## src/rtl/axi_mm_burst_pkg.sv

```systemverilog
// Shared types and helpers for the AXI4 memory-mapped burst generator/checker pair.
package axi_mm_burst_pkg;

  // Controller states. IDLE encodes as zero so the reset value of the debug state reads as 0.
  typedef enum logic [2:0] {
    ST_IDLE = 3'd0,
    ST_ADDR = 3'd1,
    ST_DATA = 3'd2,
    ST_NEXT = 3'd3,
    ST_DONE = 3'd4
  } state_t;

  localparam logic [1:0] BURST_INCR = 2'b01;
  localparam logic [1:0] RESP_OKAY  = 2'b00;

  // AXSIZE encoding for a bus of the given width in bits.
  function automatic logic [2:0] size_from_width(input int width);
    return 3'($clog2(width / 8));
  endfunction

endpackage

```

## src/rtl/axi_mm_burst_len_calc.sv

```systemverilog
// Burst length selection: the smallest of the configured maximum, the beats left
// in the pass, and the beats left before the next 4 KB boundary.
module axi_mm_burst_len_calc #(
  parameter int SIZE          = 2,
  parameter int MAX_BURST_LEN = 16
) (
  input  logic [11:0] addr_lo,
  input  logic [15:0] remaining,
  output logic [8:0]  len
);

  logic [12:0] to_4k;
  logic [16:0] cand;

  // Take the minimum of the three limits; the address is beat aligned so the shift is exact.
  always_comb begin
    to_4k = (13'h1000 - {1'b0, addr_lo}) >> SIZE;
    cand  = 17'(MAX_BURST_LEN);
    if ({1'b0, remaining} < cand) cand = {1'b0, remaining};
    if ({4'b0, to_4k} < cand)     cand = {4'b0, to_4k};
    len = cand[8:0];
  end

endmodule

```

## src/rtl/data_chk_axi_mm_burst.sv

```systemverilog
// AXI4 read-only burst master that reads a region back, optionally several passes,
// and checks each beat against the incrementing byte pattern of the generator.
//
// Handshakes: a transfer happens on a rising ap_clk edge where valid and ready are
// both high. ARVALID, once raised, stays high with ARADDR/ARLEN stable until ARREADY.
// RREADY is high for the whole DATA state; a burst ends on the beat count, and RLAST
// is only checked, never used to terminate.
module data_chk_axi_mm_burst
  import axi_mm_burst_pkg::*;
#(
  parameter int AXI_DATA_WIDTH = 32,
  parameter int AXI_ADDR_WIDTH = 32,
  parameter int MAX_BURST_LEN  = 16
) (
  input  logic                      ap_clk,
  input  logic                      ap_rst_n,
  input  logic [AXI_ADDR_WIDTH-1:0] BASE_ADDR,
  input  logic [15:0]               BYTES,
  input  logic [15:0]               REPEAT,
  input  logic                      START,
  output logic                      BUSY,
  output logic                      DONE,
  output logic [31:0]               ERR_CNT,
  output logic [AXI_ADDR_WIDTH-1:0] FIRST_ERR_ADDR,
  output logic [AXI_ADDR_WIDTH-1:0] m_axi_araddr,
  output logic [7:0]                m_axi_arlen,
  output logic [2:0]                m_axi_arsize,
  output logic [1:0]                m_axi_arburst,
  output logic [2:0]                m_axi_arprot,
  output logic                      m_axi_arvalid,
  input  logic                      m_axi_arready,
  input  logic [AXI_DATA_WIDTH-1:0] m_axi_rdata,
  input  logic [1:0]                m_axi_rresp,
  input  logic                      m_axi_rlast,
  input  logic                      m_axi_rvalid,
  output logic                      m_axi_rready,
  output state_t                    dbg_state
);

  localparam int         BPB  = AXI_DATA_WIDTH / 8;
  localparam logic [2:0] SIZE = size_from_width(AXI_DATA_WIDTH);

  state_t                    state, state_nx;
  logic [AXI_ADDR_WIDTH-1:0] base_r, addr_r;
  logic [15:0]               beats_r, pass_left, passes_left, offset_r, beats_in;
  logic [8:0]                burst_len, beat_cnt, len_calc_out;
  logic                      empty_r, beat_fire, last_beat, mism, beat_err;

  assign beats_in = BYTES >> SIZE;

  axi_mm_burst_len_calc #(
    .SIZE          (int'(SIZE)),
    .MAX_BURST_LEN (MAX_BURST_LEN)
  ) u_len_calc (
    .addr_lo   (addr_r[11:0]),
    .remaining (pass_left),
    .len       (len_calc_out)
  );

  assign m_axi_arsize  = SIZE;
  assign m_axi_arburst = BURST_INCR;
  assign m_axi_arprot  = 3'b000;
  assign m_axi_arvalid = (state == ST_ADDR) && !empty_r;
  assign m_axi_araddr  = m_axi_arvalid ? addr_r : '0;
  assign m_axi_arlen   = m_axi_arvalid ? 8'(len_calc_out - 9'd1) : 8'd0;
  assign m_axi_rready  = (state == ST_DATA);
  assign BUSY          = (state != ST_IDLE);
  assign DONE          = (state == ST_DONE);
  assign dbg_state     = state;

  assign beat_fire = (state == ST_DATA) && m_axi_rvalid;
  assign last_beat = (beat_cnt == burst_len - 9'd1);

  // Compare every byte lane with its pattern byte and fold in response/RLAST faults.
  always_comb begin
    mism = 1'b0;
    for (int i = 0; i < BPB; i++) begin
      if (m_axi_rdata[8*i +: 8] != 8'(offset_r + 16'(i))) mism = 1'b1;
    end
    beat_err = mism || (m_axi_rresp != RESP_OKAY) || (m_axi_rlast != last_beat);
  end

  // State register.
  always_ff @(posedge ap_clk or negedge ap_rst_n) begin
    if (!ap_rst_n) state <= ST_IDLE;
    else           state <= state_nx;
  end

  // Next-state logic.
  always_comb begin
    state_nx = state;
    case (state)
      ST_IDLE: if (START) state_nx = ST_ADDR;
      ST_ADDR: begin
        if (empty_r)            state_nx = ST_DONE;
        else if (m_axi_arready) state_nx = ST_DATA;
      end
      ST_DATA: if (beat_fire && last_beat) state_nx = ST_NEXT;
      ST_NEXT: begin
        if ((pass_left != 16'd0) || (passes_left > 16'd1)) state_nx = ST_ADDR;
        else                                               state_nx = ST_DONE;
      end
      ST_DONE: state_nx = ST_IDLE;
      default: state_nx = ST_IDLE;
    endcase
  end

  // Datapath: configuration latch, per-beat address/offset walk, pass restart, error capture.
  always_ff @(posedge ap_clk or negedge ap_rst_n) begin
    if (!ap_rst_n) begin
      base_r         <= '0;
      addr_r         <= '0;
      beats_r        <= '0;
      pass_left      <= '0;
      passes_left    <= '0;
      offset_r       <= '0;
      empty_r        <= 1'b0;
      burst_len      <= '0;
      beat_cnt       <= '0;
      ERR_CNT        <= '0;
      FIRST_ERR_ADDR <= '0;
    end else begin
      case (state)
        ST_IDLE: begin
          if (START) begin
            base_r         <= BASE_ADDR;
            addr_r         <= BASE_ADDR;
            beats_r        <= beats_in;
            pass_left      <= beats_in;
            passes_left    <= REPEAT;
            offset_r       <= '0;
            empty_r        <= (beats_in == 16'd0) || (REPEAT == 16'd0);
            ERR_CNT        <= '0;
            FIRST_ERR_ADDR <= '0;
          end
        end
        ST_ADDR: begin
          if (m_axi_arvalid && m_axi_arready) begin
            burst_len <= len_calc_out;
            beat_cnt  <= '0;
          end
        end
        ST_DATA: begin
          if (beat_fire) begin
            addr_r    <= addr_r + AXI_ADDR_WIDTH'(BPB);
            offset_r  <= offset_r + 16'(BPB);
            pass_left <= pass_left - 16'd1;
            beat_cnt  <= beat_cnt + 9'd1;
            if (beat_err) begin
              if (ERR_CNT != '1)      ERR_CNT        <= ERR_CNT + 32'd1;
              if (ERR_CNT == 32'd0)   FIRST_ERR_ADDR <= addr_r;
            end
          end
        end
        ST_NEXT: begin
          if ((pass_left == 16'd0) && (passes_left > 16'd1)) begin
            addr_r      <= base_r;
            offset_r    <= '0;
            pass_left   <= beats_r;
            passes_left <= passes_left - 16'd1;
          end
        end
        default: ;
      endcase
    end
  end

endmodule

```

## config.mk

```make
export PLATFORM = sky130hd
export DESIGN_NAME = data_chk_axi_mm_burst
export DESIGN_NICKNAME = d
export VERILOG_FILES = /design/src/rtl/axi_mm_burst_pkg.sv /design/src/rtl/axi_mm_burst_len_calc.sv /design/src/rtl/data_chk_axi_mm_burst.sv
export SDC_FILE = /design/constraint.sdc
export NUM_CORES = 1
export LEC_CHECK = 0
export ABC_AREA = 1
export CORE_AREA = 2 2 225 227
export CTS_CLUSTER_SIZE = 24
export DETAILED_ROUTE_END_ITERATION = 8
export DIE_AREA = 0 0 227 229
export HOLD_SLACK_MARGIN = 0.12
export PLACE_DENSITY = 0.51
export SLEW_MARGIN = 20
export SYNTH_ARGS = -nofsm -noshare
export SYNTH_HDL_FRONTEND = slang
export SYNTH_SLANG_ARGS = --single-unit
```

## constraint.sdc

```tcl
create_clock -name ap_clk -period 5.95 [get_ports ap_clk]
set_input_delay 1.785 -clock ap_clk [delete_from_list [all_inputs] [get_ports ap_clk]]
set_output_delay 1.785 -clock ap_clk [all_outputs]
set_load 0.1 [all_outputs]
```

# Yosys cells after proc, flatten, opt, wreduce, memory -nomap -nowiden
# Index checks and enable logic that the tools add are counted.
# Widths: inputs -> output; s select.
[totals]
ff_bits = 212
inputBits = 104
[classes]
n_addsub = 12
n_reduce_logical = 30
order_cmp = 3
n_eq_ne = 20
mux = 41
[ops]
columns = ["cell", "count"]
rows = [
  ["$mux 32", 11],
  ["$mux 16", 9],
  ["$pmux 32 s2", 2],
  ["$pmux 16 s3", 2],
  ["$pmux 32 s3", 1],
  ["$logic_not 16->1", 3],
  ["$add 32x1->32 const B", 1],
  ["$add 32x3->32 const B", 1],
  ["$logic_not 32->1", 1],
  ["$ne 32x32->1 const B", 1],
  ["$ne 8x8->1", 4],
  ["$pmux 16 s2", 1],
  ["$sub 16x1->16 const B", 2],
  ["$mux 9", 3],
  ["$pmux 9 s2", 1],
  ["$add 16x3->16 const B", 1],
  ["$add 8x2->8 const B", 2],
  ["$gt 16x1->1 const B", 1],
  ["$lt 11x16->1", 1],
  ["$lt 16x5->1 const B", 1],
  ["$reduce_bool 16->1", 1],
  ["$mux 3", 5],
  ["$sub 13x12->13 const A", 1],
  ["$ne 2x1->1 const B", 6],
  ["other kinds (24)", 44],
]

# Longest topological paths before layout
[depth]
word_depth = 10
ltp_mapped = 24

# Modules after synthesis
# From an unflattened synthesis, not the netlist that was laid out.
[unflattened]
hier_cells = 2028
area_unflattened_um2 = 13595.5
[modules_own_cells]
columns = ["module", "seq_area_each_um2", "cells_per_inst", "area_each_um2", "n_inst"]
rows = [
  ["data_chk_axi_mm_burst", 5054.8, 1909, 12983.7, 1],
  ["axi_mm_burst_len_calc", 0.0, 119, 611.8, 1],
]

# Worst setup path after synthesis
# Ideal clock, no wire load.
[synth_path]
path_kind = "register to output"
startpoint = "register addr_r[0]"
endpoint = "output port m_axi_arlen[2]"
t_arrival_ns = 4.547
path_slack_ns = -0.382
stages_incl_launch_ff = 18
path_cell_list = "dfrtp_1 > nor2_1 > nand4_1 > nor3_1 > nand3_1 > nor3_1 > xor2_1 > inv_1 > ha_1 > nand2_1 > inv_1 > a221oi_1 > nand2_2 > o21ai_0 > nand2_1 > ha_1 > or2_2 > a21oi_1"
[synth_between]
elab_chain_cells = 5
[synth_lines]
columns = ["element", "line", "text"]
rows = [
  ["start, declared", "data_chk_axi_mm_burst.sv:44", "logic [AXI_ADDR_WIDTH-1:0] base_r, addr_r;"],
  ["start signal, assigned", "data_chk_axi_mm_burst.sv:145", "addr_r <= addr_r + AXI_ADDR_WIDTH'(BPB);"],
  ["start signal, assigned", "data_chk_axi_mm_burst.sv:157", "addr_r <= base_r;"],
  ["$sub 13x12->13 *", "axi_mm_burst_len_calc.sv:17", "to_4k = (13'h1000 - {1'b0, addr_lo}) >> SIZE;"],
  ["$lt 11x16->1", "axi_mm_burst_len_calc.sv:20", "if ({4'b0, to_4k} < cand) cand = {4'b0, to_4k};"],
  ["$mux 9 *", "axi_mm_burst_len_calc.sv:20", ""],
  ["$sub 8x1->8 *", "data_chk_axi_mm_burst.sv:65", "assign m_axi_arlen = m_axi_arvalid ? 8'(len_calc_out - 9'd1) : 8'd0;"],
  ["$mux 8 *", "data_chk_axi_mm_burst.sv:65", ""],
  ["end, declared", "data_chk_axi_mm_burst.sv:26", "output logic [7:0] m_axi_arlen,"],
]
# Every way passes the cells marked *; elsewhere a longest branch is shown, timed or not.

# Worst setup path after layout
[layout_path]
startpoint = "register addr_r[1]"
endpoint = "output port m_axi_arlen[2]"
# Same word-level chain as after synthesis.

==> metrics.md <==
| Metric | Value |
|---|---|
| Power, Total | 9.74 mW |
| Grt met1 use | 0.216 |
| Overflow after GRT | 0 |
| Routability congestion estimate from global placement | 0.865 |
| Worst EP required | 4160 ps |
| Die width | 227 µm |
| Tmin final | 5770 ps |
| Fmax | 173 MHz |
| Final setup viols | 0 |
| CTS tree | done |
| DRC violations left | 0 |
| Synth Cell Area | 12300 µm² |
| DRT Pass-1 Iters | 5 |
| Worst-Skew Late Latency | 560 ps |
| Tot GR Track Use | 0.164 |
| YS warnings | 0 |
| PortBufs | 212 |
| Area grow syn2layout | 32.5% |
| Synthesized flop and latch total | 202 |
| Post-Synth Simple-Gate Area | 0.287 |
| Outcome | finished clean |
| GRT busiest layer | met2 |
| Slowest cell on crit path | dfrtp_2 |
| Tightest Pin Transition | 1110 ps |
| Synth Area in Adders | 0.0224 |
| CP arrival | 3980 ps |
| Max incr delay on CP | 430 ps |
| Die area | 52000 µm² |
| PwrDens | 598 nW/µm² |
| CP max FO | 10 |
| List of most frequent post-synthesis cells | 421 x nand2_1, 202 x dfrtp_1, 187 x inv_1 |
| CTS Buf Count | 29 |
| Dpl cell area | 15100 µm² |
| Crit path cell chain | nor2_4, nand4_1, nor3_2, buf_4, buf_4, xor2_4, ha_1, a21oi_1, nor2_1, a211oi_2, nand2_1, nand2_4, nand2_8, nand2_1, nand2_1, ha_4, or2_2, a21oi_2, buf_12 |
| DR vias/cell | 4.71 |
| Crit. End Element | primary output |
| Antenna-violating nets left | 0 |
| Setup slack, reg-to-reg | 2280 ps |
| Nets@finish | 2027 |
| Cell count after synthesis | 1697 |
| CTS clk-pin slew, worst paths | 50 ps |
| Routed Wire Length | 42900 µm |
| EDFF count, synth | 0 |
| Share of cells above drive strength 1 | 0.0943 |
| Starting Density | 0.247 |
| Clock sinks | 202 |
| Num rows | 82 |
| Post-CTS Hold Fix Bufs | 0 |
| Relative slew slack | 0.256 |
| DIE HEIGHT | 229 µm |
| Final Hold Vio Count | 0 |
| Leak Pwr | 6.93 nW |
| CP top delay family | simple AND/OR/NAND/NOR gates |
| FILL cells | 5346 |
| Maximum VDD drop | 0.000425 V |
| Final Slew Violations | 0 |
| RSZ-0062 raised after global routing | true |
| Syn Area/Cell | 7.24 µm² |
| Post-route cell area | 16300 µm² |
| Top cells by area, synth | dfrtp_1 41%, nand2_1 13%, o21ai_0 6.9% |
| Sequential area share after synthesis | 0.411 |
| Share of synthesized registers carrying an async set or reset | 1.00 |
| Synth Area in Compound Gates | 0.155 |
| First-pass GRT wire length | 67400 µm |
| Vias post-DR | 12200 |
| Final HPWL DP | 31600 µm |
| Leading area contributor after synthesis | dfrtp_1 |
| CORE AREA | 49700 µm² |
| Iteration-0 DRC Markers | 931 |
| Largest family of logic cells by synthesized area | simple AND/OR/NAND/NOR gates |
| Mux contribution to synthesized area | 0.0110 |
| Initial antenna violation count | 3 |
| Max H-tree Level | 1 |
| Max_cap viols | 0 |
| Clk Tree Root Cell | clkbuf_16 |
| Worst path buffer plus inverter count | 3 |
| Crit path top cell by count | nand2_1 |
| Per-cell routed wire length | 16.6 µm |
| Largest net degree at the start of global routing | 86 |
| Synth unique cells | 50 |
| Top_reg_cell synth | dfrtp_1 |
| Met2 Use GR | 0.281 |
| Vias in the first global route | 11900 |
| Largest buffer count on any clock path | 3 |
| Io pins | 223 |
| Met3 usage | 0.0219 |
| CP Class | flip-flop to primary output |
| Most common cell in the synthesized netlist | nand2_1 |
| Fin crit share | 0.969 |
| CP Launch Type | flip-flop |
| Final Skew | 13.4 ps |
| XOR/XNOR share of the synthesized area | 0.0264 |
| Share of the synthesized area in the top cell type | 0.411 |
| Hold Path Class | flip-flop to flip-flop |
kinds of logic (layout without fill, tap and decap cells):
group | count (synthesis) | count (layout)
compound gates | 334 | 334
xor+xnor | 37 | 37
fa+ha+maj | 22 | 22
buf+inv | 268 | 479
flops | 202 | 202
mux | 12 | 12
other cells | 2 | 16
simple gates | 820 | 820
metrics by stage:
stage / TNS [ps] / instances / utilization / hold WS [ps] / setup WS (ps)
4_1_cts: 0 / 2585 / 0.325 / 474 / 0.963
6_report: 0 / 2594 / 0.328 / 473 / 183
3_3_place_gp: 0 / 2534 / 0.305 / 454 / 460
3_5_place_dp: 0 / 2534 / 0.305 / 460 / 375
5_1_grt: -142 / 2594 / 0.328 / 490 / -41.2
2_1_floorplan: 0 / 1709 / - / 434 / 20.7
flip-flops by register name, summed over array words and instances, names as in the netlist, 9 cells and up:
register	count
ERR_CNT	32
FIRST_ERR_ADDR	32
addr_r	32
base_r	32
pass_left	16
passes_left	16
beats_r	14
beat_cnt	9
burst_len	9
cells in the final DEF, fill, tap and decap left out, drive strengths merged, types with 4 or more instances in the layout:
cell type,netlist,routed
nor4,29,29
nand2,422,422
nor2,167,167
mux2,12,12
clkdlybuf4s50,0,170
xnor2,8,8
a31oi,10,10
a21oi,50,50
conb,2,14
o22ai,8,8
nand3,100,100
o211ai,16,16
o21ai,199,199
o221ai,5,5
clkbuf,45,43
a22oi,10,10
nand3b,7,7
xor2,29,29
a41oi,4,4
clkinv,1,4
buf,30,65
dfrtp,202,202
inv,192,193
ha,22,22
nor3,43,43
or2,15,15
nand4,35,35
a221oi,11,11
metal layers:
| metal | vias up | part of all wire |
|---|---|---|
| li1 | 6065 | - |
| met1 | 5809 | 0.45 |
| met2 | 271 | 0.48 |
| met3 | 62 | 0.043 |
| met4 | 2 | 0.026 |
| met5 | - | 0.00042 |
final timing paths:
path | cells after the start | start | to
max reg2reg | 15 | dbg_state[1] | offset_r[6]
min reg2reg | 2 | base_r[27] | base_r[27]
max | 19 | addr_r[1] | m_axi_arlen[2]
max in group asynchronous | 2 | ap_rst_n | passes_left[6]
min in group asynchronous | 1 | ap_rst_n | ERR_CNT[5]
min | 2 | base_r[27] | base_r[27]
repair_timing:
action | in CTS | in global routing
buffers inserted | 1 | 7
endpoints found under the setup margin | 7 | 7
gates resized for setup | 11 | 24
pin swaps | 1 | 10
worst reg2reg max path: stages, from the launching register on:
cell and delay, ps:
dfrtp_1 430, inv_2 90, nor2_4 30, buf_4 240, inv_2 120, buf_4 380
nor2_4 50, inv_1 520, a21oi_1 190, a21oi_1 160, nand2_1 160, inv_2 610
nand3_1 220, nor2_1 180, a21oi_1 80, o21a_1 110
where the power goes:
group	switching, mW	internal [mW]
registers	0.425	1.89
clock network	0.649	1.08
logic	4.20	1.50
total	5.27	4.47
layout make-up:
cell class | count | area (µm²) | area share
inverters | 193 | 724 | 0.0445
flip-flops and latches | 202 | 5060 | 0.311
clock inverters | 8 | 121 | 0.00745
well taps | 672 | 841 | 0.0516
multi-input cells | 1239 | 6380 | 0.392
diodes | 2 | 5.00 | 0.000307
clock buffers | 42 | 825 | 0.0506
repair buffers | 236 | 2330 | 0.143
No activity file was read; power rests on OpenSTA's default activity.
